## config.mk

```make
export PLATFORM = sky130hd
export DESIGN_NAME = cf_gpio_in_filter
export DESIGN_NICKNAME = d
export VERILOG_FILES = /design/src/rtl/cf_gpio_in_filter.sv
export SDC_FILE = /design/constraint.sdc
export NUM_CORES = 1
export LEC_CHECK = 0
export CAP_MARGIN = 0
export CORE_AREA = 2 2 48 55
export DETAILED_ROUTE_END_ITERATION = 8
export DIE_AREA = 0 0 50 57
export SLEW_MARGIN = 10
export SYNTH_ARGS = -nofsm -noshare
export SYNTH_HDL_FRONTEND = slang
export SYNTH_SLANG_ARGS = --single-unit
```

## constraint.sdc

```tcl
create_clock -name clk -period 2.7 [get_ports clk]
set_input_delay 0.81 -clock clk [delete_from_list [all_inputs] [get_ports clk]]
set_output_delay 0.81 -clock clk [all_outputs]
set_load 0.02 [all_outputs]
```

## src/rtl/cf_gpio_in_filter.sv

```systemverilog
// GPIO input conditioner: pad synchroniser, debounce FSM, edge pulses and sticky irq flag.
// Define CF_GPIO_IN_FILTER_EVCNT_EN to add the saturating selected-edge event counter.
module cf_gpio_in_filter #(
  parameter int SYNC_STAGES = 2,
  parameter int DBNC_W      = 8
) (
  input  logic              clk,
  input  logic              rst,
  input  logic              io_in,
  input  logic              en,
  input  logic [DBNC_W-1:0] dbnc_thresh,
  input  logic [1:0]        edge_sel,
  input  logic              irq_clr,
  output logic              pin_sync,
  output logic              pin_filt,
  output logic              rise_pulse,
  output logic              fall_pulse,
`ifdef CF_GPIO_IN_FILTER_EVCNT_EN
  output logic              irq_flag,
  input  logic              ev_cnt_clr,
  output logic [15:0]       ev_cnt
`else
  output logic              irq_flag
`endif
);

  generate
    if (SYNC_STAGES < 2 || SYNC_STAGES > 4) begin : g_bad_sync_stages
      $error("cf_gpio_in_filter: SYNC_STAGES must be in 2..4");
    end
  endgenerate

  typedef enum logic {
    ST_STABLE  = 1'b0,
    ST_QUALIFY = 1'b1
  } state_t;

  logic [SYNC_STAGES-1:0] sync_q, sync_d;
  state_t                 state_q, state_d;
  logic [DBNC_W-1:0]      cnt_q, cnt_d;
  logic                   filt_q, filt_d;
  logic                   filt_prev_q, filt_prev_d;
  logic                   rise_q, rise_d;
  logic                   fall_q, fall_d;
  logic                   irq_q, irq_d;
  logic                   sync_bit;
  logic                   differs;
  logic                   sel_evt;

  assign sync_bit = sync_q[SYNC_STAGES-1];
  assign differs  = sync_bit != filt_q;
  // Events are taken from the registered pulses, so a clear in the pulse cycle loses to the set.
  assign sel_evt  = (edge_sel[0] & rise_q) | (edge_sel[1] & fall_q);

  always_comb begin
    sync_d      = {sync_q[SYNC_STAGES-2:0], io_in};
    state_d     = state_q;
    cnt_d       = cnt_q;
    filt_d      = filt_q;
    filt_prev_d = filt_q;
    rise_d      = filt_q & ~filt_prev_q;
    fall_d      = ~filt_q & filt_prev_q;
    irq_d       = sel_evt | (irq_q & ~irq_clr);

    case (state_q)
      ST_STABLE: begin
        cnt_d = '0;
        if (en && differs) begin
          if (dbnc_thresh == '0) begin
            filt_d = sync_bit;
          end else begin
            cnt_d   = {{(DBNC_W-1){1'b0}}, 1'b1};
            state_d = ST_QUALIFY;
          end
        end
      end
      ST_QUALIFY: begin
        if (!en || !differs) begin
          cnt_d   = '0;
          state_d = ST_STABLE;
        end else if (cnt_q >= dbnc_thresh) begin
          // >= lets a threshold lowered mid-qualify commit on the next edge.
          filt_d  = sync_bit;
          cnt_d   = '0;
          state_d = ST_STABLE;
        end else begin
          cnt_d = cnt_q + 1'b1;
        end
      end
      default: begin
        cnt_d   = '0;
        state_d = ST_STABLE;
      end
    endcase
  end

  always_ff @(posedge clk or posedge rst) begin
    if (rst) begin
      sync_q      <= '0;
      state_q     <= ST_STABLE;
      cnt_q       <= '0;
      filt_q      <= 1'b0;
      filt_prev_q <= 1'b0;
      rise_q      <= 1'b0;
      fall_q      <= 1'b0;
      irq_q       <= 1'b0;
    end else begin
      sync_q      <= sync_d;
      state_q     <= state_d;
      cnt_q       <= cnt_d;
      filt_q      <= filt_d;
      filt_prev_q <= filt_prev_d;
      rise_q      <= rise_d;
      fall_q      <= fall_d;
      irq_q       <= irq_d;
    end
  end

  assign pin_sync   = sync_bit;
  assign pin_filt   = filt_q;
  assign rise_pulse = rise_q;
  assign fall_pulse = fall_q;
  assign irq_flag   = irq_q;

`ifdef CF_GPIO_IN_FILTER_EVCNT_EN
  logic [15:0] ev_cnt_q, ev_cnt_d;

  // Clear has priority over a coincident event; the count sticks at all-ones.
  always_comb begin
    ev_cnt_d = ev_cnt_q;
    if (ev_cnt_clr) begin
      ev_cnt_d = '0;
    end else if (sel_evt && ev_cnt_q != 16'hFFFF) begin
      ev_cnt_d = ev_cnt_q + 16'd1;
    end
  end

  always_ff @(posedge clk or posedge rst) begin
    if (rst) begin
      ev_cnt_q <= '0;
    end else begin
      ev_cnt_q <= ev_cnt_d;
    end
  end

  assign ev_cnt = ev_cnt_q;
`endif

endmodule

```

==> results.sh <==
export IMPL_drv_cap=0
export IMPL_synth_area_per_cell_um2=10.6
export IMPL_whs_path_depth=0
export IMPL_syn_inst=83
export IMPL_place_ws_ps=-159
export IMPL_ios=20
export IMPL_clk_path_buf_depth=2
export IMPL_dp_cells=133
export IMPL_clock_sinks=16
export IMPL_p_switching_mw=0.239
export IMPL_final_common_cell="clkdlybuf4s50_1"
export IMPL_holdPathEnd="sync_q[1]"
export IMPL_rrSetupSlack_ps=600
export IMPL_ys_seq_elements=16
export IMPL_intPower_mw=0.510
export IMPL_root_buffer="clkbuf_4"
export IMPL_cts_tree="yes"
export IMPL_place_area_um2=1100
export IMPL_setup_viol=0
export IMPL_power_leakage_nw=0.550
export IMPL_fin_cells=137
export IMPL_core_um2=2350
export IMPL_cts_clk_slew_worst_paths_ps=90
export IMPL_gr_total_overflow=0
export IMPL_final_cell_mix="clkdlybuf4s50_1 (19), dfrtp_1 (16), inv_1 (13)"
export IMPL_syn_nets=107
export IMPL_swShare_pct=31.9
export IMPL_ys_flop_type="dfrtp_1"
export IMPL_hpwl_um=1220
export IMPL_finalHoldViolCount=0
export IMPL_hold_start="sync_q[0]"
export IMPL_yosys_warnings=0
export IMPL_seq_power_share_pct=44.7
export IMPL_holdCritPathClass="flip-flop to flip-flop"
export IMPL_synth_async_reset_ratio_pct=100
export IMPL_powerDensity_nw_per_um2=656
export IMPL_fillers=233
export IMPL_grt_pass1_wl_um=2730
export IMPL_die_w_um=50
export IMPL_rows=19
export IMPL_post_cts_buffers=0
export IMPL_crit_slowest_cell="a2111o_1"
export IMPL_syn_area_um2=876
export IMPL_r2r_end="pin_filt"
export IMPL_pwr_share_comb_pct=34.8
export IMPL_fin_hold_ws_ps=358
export IMPL_antenna_found_initial=0
export IMPL_start_kind="input pin"
export IMPL_die_h_um=57
export IMPL_drive_above_1_share_pct=10.4
export IMPL_via_count=645
export IMPL_hold_buffers=0
export IMPL_fin_nets=131
export IMPL_utilization_pct=48.5
export IMPL_wl_per_cell_um=11.1
export IMPL_ir_worst_vdd_uv=414
export IMPL_grt_pass1_vias=668
export IMPL_die_area_um2=2850
export IMPL_grtUsageTotal_pct=12.6
export IMPL_r2r_start="cnt_q[0]"
export IMPL_tightest_slew_ps=576
export IMPL_routabilityCongestion=0.695
export IMPL_drtIter0Drc=4
export IMPL_crit_chain="clkdlybuf4s50_1 > ha_1 > nand2b_4 > a2111o_1 > a31oi_4 > nor2_2 > mux2_1"
export IMPL_ys_seq_area_share_pct=45.7
export IMPL_finClkSkew_ps=3.75
export IMPL_clk_latency_ps=280
export IMPL_cp_data_arrival_time_ps=2730
export IMPL_cp_max_fo=3
export IMPL_clock_power_share_pct=20.5
export IMPL_relSlewSlack_pct=61.6
export IMPL_dr_pass1_iters=4
export IMPL_power_mw=0.749
export IMPL_yosys_cell_types_count=27
export IMPL_required_ps=2870
export IMPL_viasPerCell=4.71
export IMPL_fin_crit_sh_pct=94.6
export IMPL_areaGrowthSynthToFinish_pct=30.3
export IMPL_outcome="finished, final reports clean"
export IMPL_end_kind="flip-flop"
export IMPL_finalWirelength_um=1530
export IMPL_tns_ps=0
export IMPL_htree_levels=1
export IMPL_fin_crit_ps=2560
export IMPL_maxSlewViolCount=0
export IMPL_route_detailed_drc=0
export IMPL_cts_resized_gates=0
export IMPL_fin_ws_ps=145
export IMPL_grt_max_degree=17
export IMPL_placement_io_buffers=19
export IMPL_num_antenna_cells=0
export IMPL_antenna_left=0
export IMPL_fin_area_um2=1140
export IMPL_fmax_mhz=391
export IMPL_synth_edf_count=0
export IMPL_rsz0062_at_grt="false"
export IMPL_cts_buffers=3
export IMPL_cp_slowest_stage_delay_ps=440
export IMPL_r2r_cells=7
export IMPL_start_util_pct=37.2
export IMPL_path_class="input pin to flip-flop"
-- registers in the layout, indices dropped and copies added (netlist names) --
register / cells
cnt_q: 8
fall_pulse: 1
filt_prev_q: 1
irq_flag: 1
pin_filt: 1
rise_pulse: 1
state_q: 1
sync_q: 2
-- cell type report --
| class | count | area, um^2 | area share [%] |
|---|---|---|---|
| repair buffers | 19 | 190 | 16.7 |
| multi-input cells | 54 | 427 | 37.4 |
| flip-flops and latches | 16 | 400 | 35.1 |
| inverters | 13 | 48.8 | 4.28 |
| clock buffers | 4 | 36.3 | 3.18 |
| well taps | 31 | 38.8 | 3.40 |
-- power by group through the flow --
stage	Sequential, mW	Clock [mW]	Combinational, mW
6_report	0.334	0.153	0.261
4_1_cts	0.336	0.161	0.266
2_1_floorplan	0.367	0	0.119
3_3_place_gp	0.341	0	0.257
3_5_place_dp	0.339	0	0.263
5_1_grt	0.341	0.175	0.284
-- metal layers --
layer	global-route usage (%)	share of wire, %	up-vias
met5	0	0	-
met4	7.14	0.85	0
met3	1.57	3.5	2
met2	21.8	50	16
met1	14.8	45	302
li1	-	-	325
-- critical path, delay by kind of cell --
kind                     cells  cell delay (ps)
AO/OA/AOI/OAI                2              680
multiplexers                 1              310
buffers and inverters        1              420
adder cells (fa/ha/maj)      1              300
AND/OR/NAND/NOR              2              210
-- cells in the mapped netlist, types with 2 or more instances --
cell	instances	share of area [%]
inv_1	13	5.6
nand2_1	2	0.86
xor2_1	6	6.0
nand3_1	5	2.9
dfrtp_1	16	46
nor2_1	9	3.9
ha_1	9	13
o21ai_0	2	1.1
nor2b_1	2	1.4
and3_1	2	1.4
-- how the worst max path moves through the flow --
stage                   startpoint        to  slack (ps)  cells past startpoint
floorplan           dbnc_thresh[0]  pin_filt         370                      6
detailed placement  dbnc_thresh[0]  pin_filt        -160                      7
CTS                 dbnc_thresh[0]  pin_filt         140                      7
finish              dbnc_thresh[0]  pin_filt         140                      7
global route        dbnc_thresh[0]  pin_filt          90                      7
global placement    dbnc_thresh[0]  pin_filt        -110                      7
-- cell families after synthesis --
family,after synthesis,share of synthesized area (%)
AO/OA/AOI/OAI,9,9.14
XOR/XNOR,7,7.00
adder cells (fa/ha/maj),9,12.9
buffers and inverters,13,5.57
flip-flops,16,45.7
multiplexers,1,1.29
AND/OR/NAND/NOR,28,18.4
No activity file was read; power rests on OpenSTA's default activity.
